## src/rtl/pipe_pkg.sv

```systemverilog
// ---------------------------------------------------------------------------
// pipe_pkg
// Shared constants for the write-back (WB) pipeline: total bundle width and
// the bit positions of the bundle fields that other blocks pick out of it.
// ---------------------------------------------------------------------------
package pipe_pkg;

    // Full write-back bundle width in bits.
    localparam int WB_BUS_W = 269;

    // Field positions inside the WB bundle.
    localparam int WB_VALID_LSB    = 0;
    localparam int WB_VALID_MSB    = 0;
    localparam int WB_DFLAG_LSB    = 1;
    localparam int WB_DFLAG_MSB    = 1;
    localparam int WB_SPILL_LSB    = 2;
    localparam int WB_SPILL_MSB    = 3;
    localparam int WB_CACHABLE_LSB = 268;
    localparam int WB_CACHABLE_MSB = 268;

endpackage

```

## src/rtl/pipe_buf_ptr.sv

```systemverilog
// ---------------------------------------------------------------------------
// pipe_buf_ptr
// Circular buffer index: increments by one per inc pulse and wraps from
// DEPTH-1 back to 0, so it never holds an index of DEPTH or above.
// Ports:
//   clk  - clock, rising edge
//   rst  - synchronous active-high reset (ptr -> 0)
//   clr  - synchronous clear (ptr -> 0), priority over inc
//   inc  - advance the pointer by one slot
//   ptr  - current index
// ---------------------------------------------------------------------------
module pipe_buf_ptr #(
    parameter int DEPTH = 2,
    localparam int PTR_W = (DEPTH > 1) ? $clog2(DEPTH) : 1
) (
    input  logic             clk,
    input  logic             rst,
    input  logic             clr,
    input  logic             inc,
    output logic [PTR_W-1:0] ptr
);

    localparam logic [PTR_W-1:0] LAST_PTR = PTR_W'(DEPTH - 1);

    logic [PTR_W-1:0] ptr_r;

    // Pointer register: reset/clear to slot 0, otherwise advance with wrap.
    always_ff @(posedge clk) begin
        if (rst) begin
            ptr_r <= {PTR_W{1'b0}};
        end else if (clr) begin
            ptr_r <= {PTR_W{1'b0}};
        end else if (inc) begin
            if (ptr_r == LAST_PTR) begin
                ptr_r <= {PTR_W{1'b0}};
            end else begin
                ptr_r <= ptr_r + PTR_W'(1);
            end
        end else begin
            ptr_r <= ptr_r;
        end
    end

    assign ptr = ptr_r;

endmodule

```

## src/rtl/pipe_stage_buf.sv

```systemverilog
// ---------------------------------------------------------------------------
// pipe_stage_buf
// Elastic pipeline buffer of DEPTH entries of WIDTH bits with valid/ready
// handshakes on both sides and a flush (squash) input. in_ready depends only
// on the stored count, so there is no combinational path from out_ready.
// Optional feature macro: PIPE_STALL_CNT_EN enables a saturating 16-bit count
// of cycles in which upstream was stalled; otherwise stall_cnt is tied to 0.
// Ports:
//   clk, rst            - clock and synchronous active-high reset
//   in_valid/in_data    - upstream bundle, accepted when in_ready = 1
//   in_ready            - buffer not full
//   out_valid/out_data  - head entry (out_data is zero while empty)
//   out_ready           - downstream consumes the head
//   flush               - discard all entries at the next edge
//   count               - occupied entries
//   stall_cnt           - saturating upstream-stall cycle count
// ---------------------------------------------------------------------------
module pipe_stage_buf
    import pipe_pkg::*;
#(
    parameter int WIDTH = WB_BUS_W,
    parameter int DEPTH = 2,
    localparam int CNT_W = $clog2(DEPTH + 1),
    localparam int PTR_W = (DEPTH > 1) ? $clog2(DEPTH) : 1
) (
    input  logic             clk,
    input  logic             rst,
    input  logic             in_valid,
    input  logic [WIDTH-1:0] in_data,
    output logic             in_ready,
    output logic             out_valid,
    output logic [WIDTH-1:0] out_data,
    input  logic             out_ready,
    input  logic             flush,
    output logic [CNT_W-1:0] count,
    output logic [15:0]      stall_cnt
);

    localparam logic [CNT_W-1:0] FULL_CNT = CNT_W'(DEPTH);
    localparam logic [CNT_W-1:0] ONE_CNT  = CNT_W'(1);

    logic [CNT_W-1:0] count_r;
    logic [PTR_W-1:0] rd_ptr_s;
    logic [PTR_W-1:0] wr_ptr_s;
    logic             push_s;
    logic             pop_s;
    logic             in_ready_s;
    logic             out_valid_s;
    logic [WIDTH-1:0] out_data_s;
    logic [WIDTH-1:0] mem_r [DEPTH];

    assign in_ready_s  = (count_r != FULL_CNT);
    assign out_valid_s = (count_r != {CNT_W{1'b0}});
    assign push_s      = in_valid & in_ready_s & ~flush;
    assign pop_s       = out_valid_s & out_ready & ~flush;

    pipe_buf_ptr #(.DEPTH(DEPTH)) u_rd_ptr (
        .clk (clk),
        .rst (rst),
        .clr (flush),
        .inc (pop_s),
        .ptr (rd_ptr_s)
    );

    pipe_buf_ptr #(.DEPTH(DEPTH)) u_wr_ptr (
        .clk (clk),
        .rst (rst),
        .clr (flush),
        .inc (push_s),
        .ptr (wr_ptr_s)
    );

    // Occupancy register: rst beats flush, which beats push/pop.
    always_ff @(posedge clk) begin
        if (rst) begin
            count_r <= {CNT_W{1'b0}};
        end else if (flush) begin
            count_r <= {CNT_W{1'b0}};
        end else if (push_s && !pop_s) begin
            count_r <= count_r + ONE_CNT;
        end else if (pop_s && !push_s) begin
            count_r <= count_r - ONE_CNT;
        end else begin
            count_r <= count_r;
        end
    end

    // Payload storage: written only on an accepted push, never reset
    // because out_data is masked whenever the buffer is empty.
    always_ff @(posedge clk) begin
        if (push_s) begin
            mem_r[wr_ptr_s] <= in_data;
        end
    end

    // Head read with zero masking while empty.
    always_comb begin
        out_data_s = {WIDTH{1'b0}};
        if (out_valid_s) begin
            out_data_s = mem_r[rd_ptr_s];
        end else begin
            out_data_s = {WIDTH{1'b0}};
        end
    end

`ifdef PIPE_STALL_CNT_EN
    logic [15:0] stall_cnt_r;

    // Stall counter: counts refused offers (not flush cycles), sticks at max.
    always_ff @(posedge clk) begin
        if (rst) begin
            stall_cnt_r <= 16'h0000;
        end else if (in_valid && !in_ready_s && !flush && (stall_cnt_r != 16'hFFFF)) begin
            stall_cnt_r <= stall_cnt_r + 16'h0001;
        end else begin
            stall_cnt_r <= stall_cnt_r;
        end
    end

    assign stall_cnt = stall_cnt_r;
`else
    assign stall_cnt = 16'h0000;
`endif

    assign in_ready  = in_ready_s;
    assign out_valid = out_valid_s;
    assign out_data  = out_data_s;
    assign count     = count_r;

endmodule

```

## config.mk

```make
export PLATFORM = sky130hd
export DESIGN_NAME = pipe_stage_buf
export DESIGN_NICKNAME = d
export VERILOG_FILES = /design/src/rtl/pipe_pkg.sv /design/src/rtl/pipe_buf_ptr.sv /design/src/rtl/pipe_stage_buf.sv
export SDC_FILE = /design/constraint.sdc
export NUM_CORES = 1
export LEC_CHECK = 0
export BUFFER_PORTS_ARGS = -buffer_cell sky130_fd_sc_hd__buf_2
export CAP_MARGIN = 10
export CORE_AREA = 2 2 181 360
export CTS_BUF_LIST = sky130_fd_sc_hd__clkbuf_16
export DETAILED_ROUTE_END_ITERATION = 10
export DIE_AREA = 0 0 183 362
export PLACE_DENSITY = 0.62
export SYNTH_ARGS = -nofsm -noshare
export SYNTH_HDL_FRONTEND = slang
export SYNTH_SLANG_ARGS = --single-unit
```

## constraint.sdc

```tcl
create_clock -name clk -period 23.3 [get_ports clk]
set_input_delay 2.33 -clock clk [delete_from_list [all_inputs] [get_ports clk]]
set_output_delay 2.33 -clock clk [all_outputs]
set_load 0.01 [all_outputs]
```

==> results of run 1 <==
[path summary, 6_finish.rpt]
path,endpoint,slack [ns],cells after the start
worst max-delay path,out_data[16],18.10,4
worst min register to register,register,0.51,2
worst max register to register,mem_r[1][118]$_DFFE_PP_,20.11,6
worst min-delay path,register,0.51,2
[synth_stat cells (3+ instances only)]
library cell	n	share of area
clkbuf_4	3	0.0011
buf_6	15	0.0081
edfxtp_1	538	0.78
o21ai_0	3	0.00072
buf_4	24	0.0087
mux2i_1	269	0.13
xor2_1	3	0.0013
buf_8	10	0.0072
nor2_1	273	0.049
clkbuf_1	7	0.0013
dfxtp_1	5	0.0048
buf_2	16	0.0039
[per-stage QoR]
step,setup WS (ns),utilization,power [mW],cells
after global placement,18.39,0.378,1.27,2479
after floorplan,0.249,-,1.23,1197
final,18.10,0.404,2.07,2580
after global routing,17.91,0.404,2.15,2578
after CTS,17.96,0.404,2.10,2568
after detailed placement,18.37,0.378,1.28,2479
[cell families (layout without fill, tap and decap cells)]
family                   after synthesis  in the layout
flip-flops                           543            543
AND/OR/NAND/NOR                      282            282
multiplexers                         269            269
buffers and inverters                 78            651
AO/OA/AOI/OAI                          5              5
XOR/XNOR                               3              3
adder cells (fa/ha/maj)                1              1
other                                  1             28
[power breakdown]
| part | switching (mW) | total (mW) | internal, mW |
|---|---|---|---|
| combinational | 0.0866 | 0.138 | 0.0515 |
| sequential | 0.00709 | 1.12 | 1.11 |
| clock | 0.352 | 0.821 | 0.469 |
[flip-flops by register name, summed over array words and instances, names as in the netlist, named ones only]
register and flops:
u_rd_ptr.ptr 1, mem_r 538, count 2, u_wr_ptr.ptr 1
[metal layers]
metal | share of wire | up-vias | track usage
li1 | - | 5462 | -
met3 | 0.10 | 107 | 0.0572
met5 | 0.0032 | - | 0
met4 | 0.037 | 22 | 0.0621
met2 | 0.51 | 541 | 0.254
met1 | 0.35 | 5581 | 0.141
[critical path, delay by kind of cell, from the launching register on]
| family | cells | cell delay [ns] |
|---|---|---|
| multiplexers | 1 | 0.58 |
| flip-flops | 1 | 0.61 |
| buffers and inverters | 2 | 0.81 |
| AND/OR/NAND/NOR | 1 | 0.09 |
[area by class of cell]
cell class	count	area, µm²	share of cell area
Tap cell	798	998	0.0388
Sequential cell	543	16300	0.632
Clock inverter	39	383	0.0149
Antenna cell	12	30.0	0.00117
Timing Repair Buffer	559	2870	0.112
Inverter	3	11.3	0.000438
Multi-Input combinational cell	576	3910	0.152
Clock buffer	50	1250	0.0487
==> flow_summary.ini, run 1 <==
[timing]
fmax_mhz = 192
setup_viol = 0
worst_pin_slew_ns = 1.13
fin_skew_ns = 0.0215
hold_slack_ns = 0.511
slew_headroom = 0.249
timing.final.crit_share = 0.223
fin_setup_tns_ns = 0
period_minus_slack_ns = 5.20
rsz0062_at_grt = no
finalHoldViolCount = 0
maxSlewViolCount = 0

[die]
core_area_um2 = 63600
io_pins = 563
die_h_um = 362
start_util = 0.326
die_w_um = 183
std_cell_rows = 131
die_area_um2 = 66200

[power]
vdd_ir_drop_max_mv = 0.0640
p_per_area_nw_per_um2 = 80.7
p_leak_nw = 9.47

[logic_synthesis]
ys_seq_area_frac = 0.784
synth_fa_ha_area_frac = 0.000603
synth_compound_gate_area_share = 0.00121
synth-simple-area-share = 0.0522
ys_types = 24
ys.flop_type = edfxtp_1
synth_warnings = 0
synth_xor_area_frac = 0.00127
syn_area_um2 = 20700
netlist_instances = 1182
postSynth.asyncResetShare = 0
synth_area_per_cell_um2 = 17.5
ys_ff_latch = 543
synth_top_family_by_area = multiplexers
synth.mux.area_fraction = 0.130
synth_edf_count = 538

[global_routing]
first_global_vias = 12200
antenna_found_initial = 25
grt_pass1_wl_mm = 71.1
grt_util_all_layers = 0.141
overflow = 0
grt_max_degree = 134

[cts]
hold_buffers = 0
clock_sink_count = 543
cts-root-buf = clkbuf_16
cts_resized = 0
postCtsSetupBuffers = 0
worstSkewPairLatency_ns = 0.57
clock_path_buffers = 3
numCtsBuffers = 49
path_clk_slew_ns = 0.07
h-tree-depth = 2
cts_tree = yes

[detailed_routing]
drt_pass1_iterations = 4
wl_per_cell_um = 19.0
drt-total-wl_mm = 49.0
vias_per_cell = 4.54
drc = 0
via_count = 11700
drt_iter0_drc = 526
postRouteAntennaNets = 0

[worst_setup_path]
critPathLaunchType = register
arrival_ns = 2.87
critPathSlowestCell = buf_12
cp.required_ns = 20.97
rr_startpoint = count[0]$_SDFFE_PP0P_
worstSetupPathType = register to output pin
cpPeakStageDelay_ns = 0.63
worstSetupEndpointType = output pin
cp_max_fo = 133
cp_cell_sequence = buf_12 -> mux2i_1 -> nor2_1 -> buf_2

[placement]
portBuffers = 546
place_area_um2 = 24000
place_congestion = 0.779
dp_hpwl_mm = 33.3

[cells_and_area]
fin_area_um2 = 25700
layout_commonest_cell = buf_2
fill_cells = 5899
drive_gt1_frac = 0.360
fin_nets = 2007
area_growth_pct = 24.0
final_cell_mix = 546 x buf_2, 538 x edfxtp_1, 273 x nor2_1

[min_path]
hold_path.class = register to register
worstHoldStart = u_rd_ptr.ptr$_SDFFE_PP0P_

[run]
maxCapViolCount = 0

[outcome]
status = finished, final reports clean
Power figures use the tool's default switching activity.
==> run 2: changes to the inputs <==
--- a/config.mk
+++ b/config.mk
@@ -5,12 +5,13 @@
 export SDC_FILE = /design/constraint.sdc
 export NUM_CORES = 1
 export LEC_CHECK = 0
+export ABC_AREA = 1
 export BUFFER_PORTS_ARGS = -buffer_cell sky130_fd_sc_hd__buf_2
 export CAP_MARGIN = 10
-export CORE_AREA = 2 2 181 360
+export CORE_AREA = 2 2 179 357
 export CTS_BUF_LIST = sky130_fd_sc_hd__clkbuf_16
 export DETAILED_ROUTE_END_ITERATION = 10
-export DIE_AREA = 0 0 183 362
+export DIE_AREA = 0 0 181 359
 export PLACE_DENSITY = 0.62
 export SYNTH_ARGS = -nofsm -noshare
 export SYNTH_HDL_FRONTEND = slang
==> constraint.sdc (replaced) <==
create_clock -name clk -period 4.5 [get_ports clk]
set_input_delay 0.45 -clock clk [delete_from_list [all_inputs] [get_ports clk]]
set_output_delay 0.45 -clock clk [all_outputs]
set_load 0.01 [all_outputs]
==> run 2 against run 1 <==
Cell area rose by 0.30%. Clock power rose to 5.3 times the previous value. Worst hold slack got worse by 0.47 ns. Sequential power grew to 5.1 times the previous value. Combinational power grew to 5.4 times the previous value. Sequential share of layout area is 0.17 points lower. Critical path depth grew 1.
==> flow_summary.ini, run 2 <==
[outcome]
status = finished, final reports clean

[die]
die_area_um2 = 65000
std_cell_rows = 130
io_pins = 563
core_area_um2 = 62500
start_util = 0.327
die_w_um = 181
die_h_um = 359

[timing]
fin_ws_ns = 1.41
period_minus_slack_ns = 3.09
fmax_mhz = 324
maxSlewViolCount = 0
worst_pin_slew_ns = 0.961
finalHoldViolCount = 0
fin_skew_ns = 0.0488
timing.final.crit_share = 0.687
slew_headroom = 0.358
rsz0062_at_grt = no
setup_viol = 0

[logic_synthesis]
synth_fa_ha_area_frac = 0.000613
synth_edf_count = 538
postSynth.asyncResetShare = 0
synth.mux.area_fraction = 0
netlist_instances = 1492
synth_xor_area_frac = 0.000429
synth_warnings = 0
synth.most_common_cell = nand2_1
synth_top_area_cell = edfxtp_1
synth-simple-area-share = 0.104
synthDominantCellAreaShare = 0.792
ys_ff_latch = 543
ys_seq_area_frac = 0.797
synth_area_leaders = edfxtp_1 79%, nand2_1 10%, a21oi_1 6.6%
synth_area_per_cell_um2 = 13.7
synth_compound_gate_area_share = 0.0660
ys.flop_type = edfxtp_1
ys_types = 20
synth_top_family_by_area = simple AND/OR/NAND/NOR gates
syn_area_um2 = 20400
synthTopCellsByCount = 548 x nand2_1, 538 x edfxtp_1, 269 x a21oi_1

[worst_setup_path]
cp_cell_sequence = inv_8 -> buf_4 -> nand2_1 -> a21oi_1 -> buf_2
worstSetupEndpointType = output pin
ff2ff_path_depth = 8
arrival_ns = 2.64
r2r_slack_ns = 1.73
worstReg2RegEnd = count[0]$_SDFFE_PP0P_
critPathLaunchType = register
worstSetupPathType = register to output pin
rr_startpoint = count[1]$_SDFFE_PP0P_
cp.required_ns = 4.05
cp_max_fo = 118
cpPeakStageDelay_ns = 0.57
critPathSlowestCell = inv_8

[cells_and_area]
final_cell_mix = 547 x nand2_1, 546 x buf_2, 538 x edfxtp_1
fill_cells = 5803
layout_commonest_cell = nand2_1
top_register = mem_r
fin_nets = 2316
drive_gt1_frac = 0.320
fin_area_um2 = 25800
largest_reg_flops = 538
area_growth_pct = 26.4

[cts]
path_clk_slew_ns = 0.07
clock_path_buffers = 3
cts_resized = 0
cts_tree = yes
hold_buffers = 8
clock_sink_count = 543
cts-root-buf = clkbuf_16
h-tree-depth = 2
postCtsSetupBuffers = 0
worstSkewPairLatency_ns = 0.60
numCtsBuffers = 48

[power]
vdd_ir_drop_max_mv = 0.395
p_per_area_nw_per_um2 = 420
p_leak_nw = 10.3

[global_routing]
grt_max_degree = 125
first_global_vias = 13300
antenna_found_initial = 28
overflow = 0
grt_pass1_wl_mm = 81.6
grt_util_all_layers = 0.163

[placement]
place_area_um2 = 24000
portBuffers = 546
dp_hpwl_mm = 36.7
place_congestion = 0.802
dpl_worst_slack_ns = 1.98

[min_path]
worstHoldStart = in_data[123]
min_to = mem_r[1][123]$_DFFE_PP_
worstHoldPathCells = 1
hold_path.class = primary input to register

[detailed_routing]
postRouteAntennaNets = 0
vias_per_cell = 4.69
drc = 0
drt-total-wl_mm = 54.9
drt_pass1_iterations = 5
via_count = 13500
drt_iter0_drc = 835
wl_per_cell_um = 19.1

[run]
maxCapViolCount = 0
[run 2: cell count changes in the layout (fill, tap and decap cells not counted), moves of 4 or more]
| cell | change |
|---|---|
| nand2_1 | +546 |
| mux2i_1 | -269 |
| a21oi_1 | +267 |
| nor2_1 | -266 |
| buf_4 | +12 |
| buf_12 | +9 |
| dlygate4sd3_1 | +8 |
| diode_2 | -4 |
[run 2: per-layer routing]
layer  GRT usage  vias up  share of wire
li1            -     6338              -
met1       0.201     6346           0.39
met2       0.256      667           0.45
met3      0.0719      115           0.12
met4      0.0561       38          0.034
met5           0        -         0.0042
[run 2: cell families after synthesis]
| kind of cell | count (synthesis) |
|---|---|
| adder cells (fa/ha/maj) | 1 |
| XOR/XNOR | 1 |
| flip-flops | 543 |
| AO/OA/AOI/OAI | 269 |
| AND/OR/NAND/NOR | 562 |
| buffers and inverters | 115 |
| other | 1 |
[run 2: critical path, delay by kind of cell (launching register included)]
kind,cells,cell delay (ns)
AOI/OAI and AO/OA,1,0.20
buffers and inverters,3,1.15
DFF,1,0.49
and+or+nand+nor,1,0.08
[run 2: worst max-delay path by stage]
stage	slack, ns	to	depth (start not counted)
final	1.41	out_data[77]	5
after global routing	1.19	out_data[77]	5
after CTS	1.31	out_data[77]	5
after detailed placement	1.98	out_data[77]	5
after global placement	1.96	out_data[77]	5
after floorplan	-0.57	mem_r[1][0]$_DFFE_PP_	4
[run 2: metrics by stage]
stage | cells | hold WS [ns] | setup TNS (ns) | power (mW) | util
2_1_floorplan | 1507 | 0.467 | -297.61 | 6.23 | -
3_3_place_gp | 2775 | 0.479 | 0 | 6.60 | 0.385
3_5_place_dp | 2775 | 0.491 | 0 | 6.62 | 0.385
4_1_cts | 2870 | 0.000567 | 0 | 11.0 | 0.413
5_1_grt | 2875 | 0.0117 | 0 | 11.2 | 0.413
6_report | 2878 | 0.0400 | 0 | 10.8 | 0.413
[run 2: final cells by class]
cell class	instances	area [µm²]	area share
clock inverters	39	459	0.0178
inverters	11	48.8	0.00189
flip-flops and latches	543	16300	0.631
well taps	792	991	0.0384
repair buffers	588	3220	0.125
diodes	8	20.0	0.000776
clock buffers	48	1200	0.0466
multi-input cells	849	3590	0.139
[run 2: report_power, final]
part / leakage (nW) / internal (mW) / switching [mW]
logic: 4.51 / 0.267 / 0.480
clock network: 0.805 / 2.44 / 1.88
registers: 4.97 / 5.72 / 0.0351
==> run 3: changes to the inputs <==
==> constraint.sdc (replaced) <==
create_clock -name clk -period 2.7 [get_ports clk]
set_input_delay 0.27 -clock clk [delete_from_list [all_inputs] [get_ports clk]]
set_output_delay 0.27 -clock clk [all_outputs]
set_load 0.01 [all_outputs]
==> run 3 against run 2 <==
Core utilization increased by 4.2 points. Highest routed layer unchanged. Die area stayed put. First-iteration DRC count is 23% higher. Sequential power grew 67%. Setup slack worse by 1.3 ns.
==> flow_summary.ini, run 3 (synthesis results as in run 2) <==
[cells_and_area]
final_cell_mix = 547 x nand2_1, 546 x buf_2, 538 x edfxtp_1
area_growth_pct = 39.3
layout_commonest_cell = nand2_1
top_register = mem_r
drive_gt1_frac = 0.283
largest_reg_flops = 538
regArea_um2 = 16300
fin_nets = 2586
fill_cells = 5522
fin_area_um2 = 28400
multi_input_area_um2 = 3590

[min_path]
min_to = u_wr_ptr.ptr$_SDFFE_PP0P_
hold_path.class = primary input to register
worstHoldStart = in_valid
worstHoldPathCells = 4

[power]
p_per_area_nw_per_um2 = 632
p_leak_nw = 11.4
vdd_ir_drop_max_mv = 0.586

[timing]
hold_slack_ns = 0.0742
fin_setup_tns_ns = 0
fmax_mhz = 391
finalHoldViolCount = 0
timing.final.crit_share = 0.947
period_minus_slack_ns = 2.56
setup_viol = 0
slew_headroom = 0.529
rsz0062_at_grt = no
fin_skew_ns = 0.0302
worst_pin_slew_ns = 0.706
maxSlewViolCount = 0

[global_routing]
first_global_vias = 15200
grt_pass1_wl_mm = 90.2
overflow = 0
antenna_found_initial = 12
grt_util_all_layers = 0.178
grt_max_degree = 140

[placement]
place_congestion = 0.794
place_area_um2 = 24200
portBuffers = 546
dp_hpwl_mm = 38.4

[cts]
clock_sink_count = 543
cts-root-buf = clkbuf_16
path_clk_slew_ns = 0.07
cts_tree = yes
numCtsBuffers = 48
h-tree-depth = 2
clock_path_buffers = 3
worstSkewPairLatency_ns = 0.58

[worst_setup_path]
worstSetupEndpointType = output pin
cpPeakStageDelay_ns = 0.44
arrival_ns = 2.29
r2r_slack_ns = 0.53
cp_cell_sequence = buf_16 -> nand2_1 -> a21oi_2 -> buf_2
critPathSlowestCell = dfxtp_4
cp.required_ns = 2.43
ff2ff_path_depth = 7
cp_max_fo = 139
rr_startpoint = count[1]$_SDFFE_PP0P_
worstSetupPathType = register to output pin
worstReg2RegEnd = count[0]$_SDFFE_PP0P_
critPathLaunchType = register

[die]
start_util = 0.327
die_h_um = 359
die_area_um2 = 65000
io_pins = 563
die_w_um = 181
std_cell_rows = 130
core_area_um2 = 62500

[detailed_routing]
vias_per_cell = 4.71
wl_per_cell_um = 18.9
drt_pass1_iterations = 5
postRouteAntennaNets = 0
drt-total-wl_mm = 59.5
drt_iter0_drc = 1026
via_count = 14800
drc = 0

[run]
maxCapViolCount = 0

[outcome]
status = finished, final reports clean
==> run 3: worst max-delay path: cells and delay by family, from the launching register on <==
family | cells | cell delay [ns]
DFF | 1 | 0.44
and+or+nand+nor | 1 | 0.16
AOI/OAI and AO/OA | 1 | 0.35
buffers and inverters | 2 | 0.62
==> run 3: per-layer routing <==
layer	vias to the layer above	global-route usage	wire length, µm
met5	-	0	83
met4	14	0.0574	1870
met3	103	0.0594	6750
met2	832	0.302	28200
met1	7017	0.214	22600
li1	6859	-	-
==> run 3: cell type report <==
cell class	count	area share
repair buffers	858	0.211
inverters	11	0.00172
multi-input cells	849	0.126
clock buffers	50	0.0440
flip-flops and latches	543	0.572
diodes	5	0.000440
clock inverters	37	0.00972
well taps	792	0.0348
==> run 3: stage by stage <==
stage,worst slack (ns),total power [mW],std cells,util
after floorplan,-2.37,10.4,1507,-
after global placement,0.609,11.0,2781,0.387
after detailed placement,0.619,11.1,2781,0.387
after CTS,0.112,18.1,3140,0.455
after global routing,0.00393,18.6,3145,0.455
final,0.144,18.0,3145,0.455
==> run 3: where the power goes <==
part	internal [mW]	switching, mW
sequential	9.54	0.0594
clock	3.66	3.08
combinational	0.711	0.911
total	13.9	4.05
==> run 3: timing repair <==
action / in CTS / in global routing
setup endpoints to repair: 1 / 0
hold endpoints to repair: 543 / 0
buffers inserted: 0 / 0
resized for setup: 2 / 0
hold buffers: 272 / 0
==> run 3: worst max path at each step <==
stage	startpoint	end	slack (ns)	cells after the start
floorplan	count[0]$_SDFFE_PP0P_	mem_r[1][0]$_DFFE_PP_	-2.37	4
global placement	register	out_data[136]	0.61	5
detailed placement	register	out_data[136]	0.62	5
CTS	register	out_data[136]	0.11	5
global route	register	out_data[162]	0.004	5
finish	register	out_data[136]	0.14	4
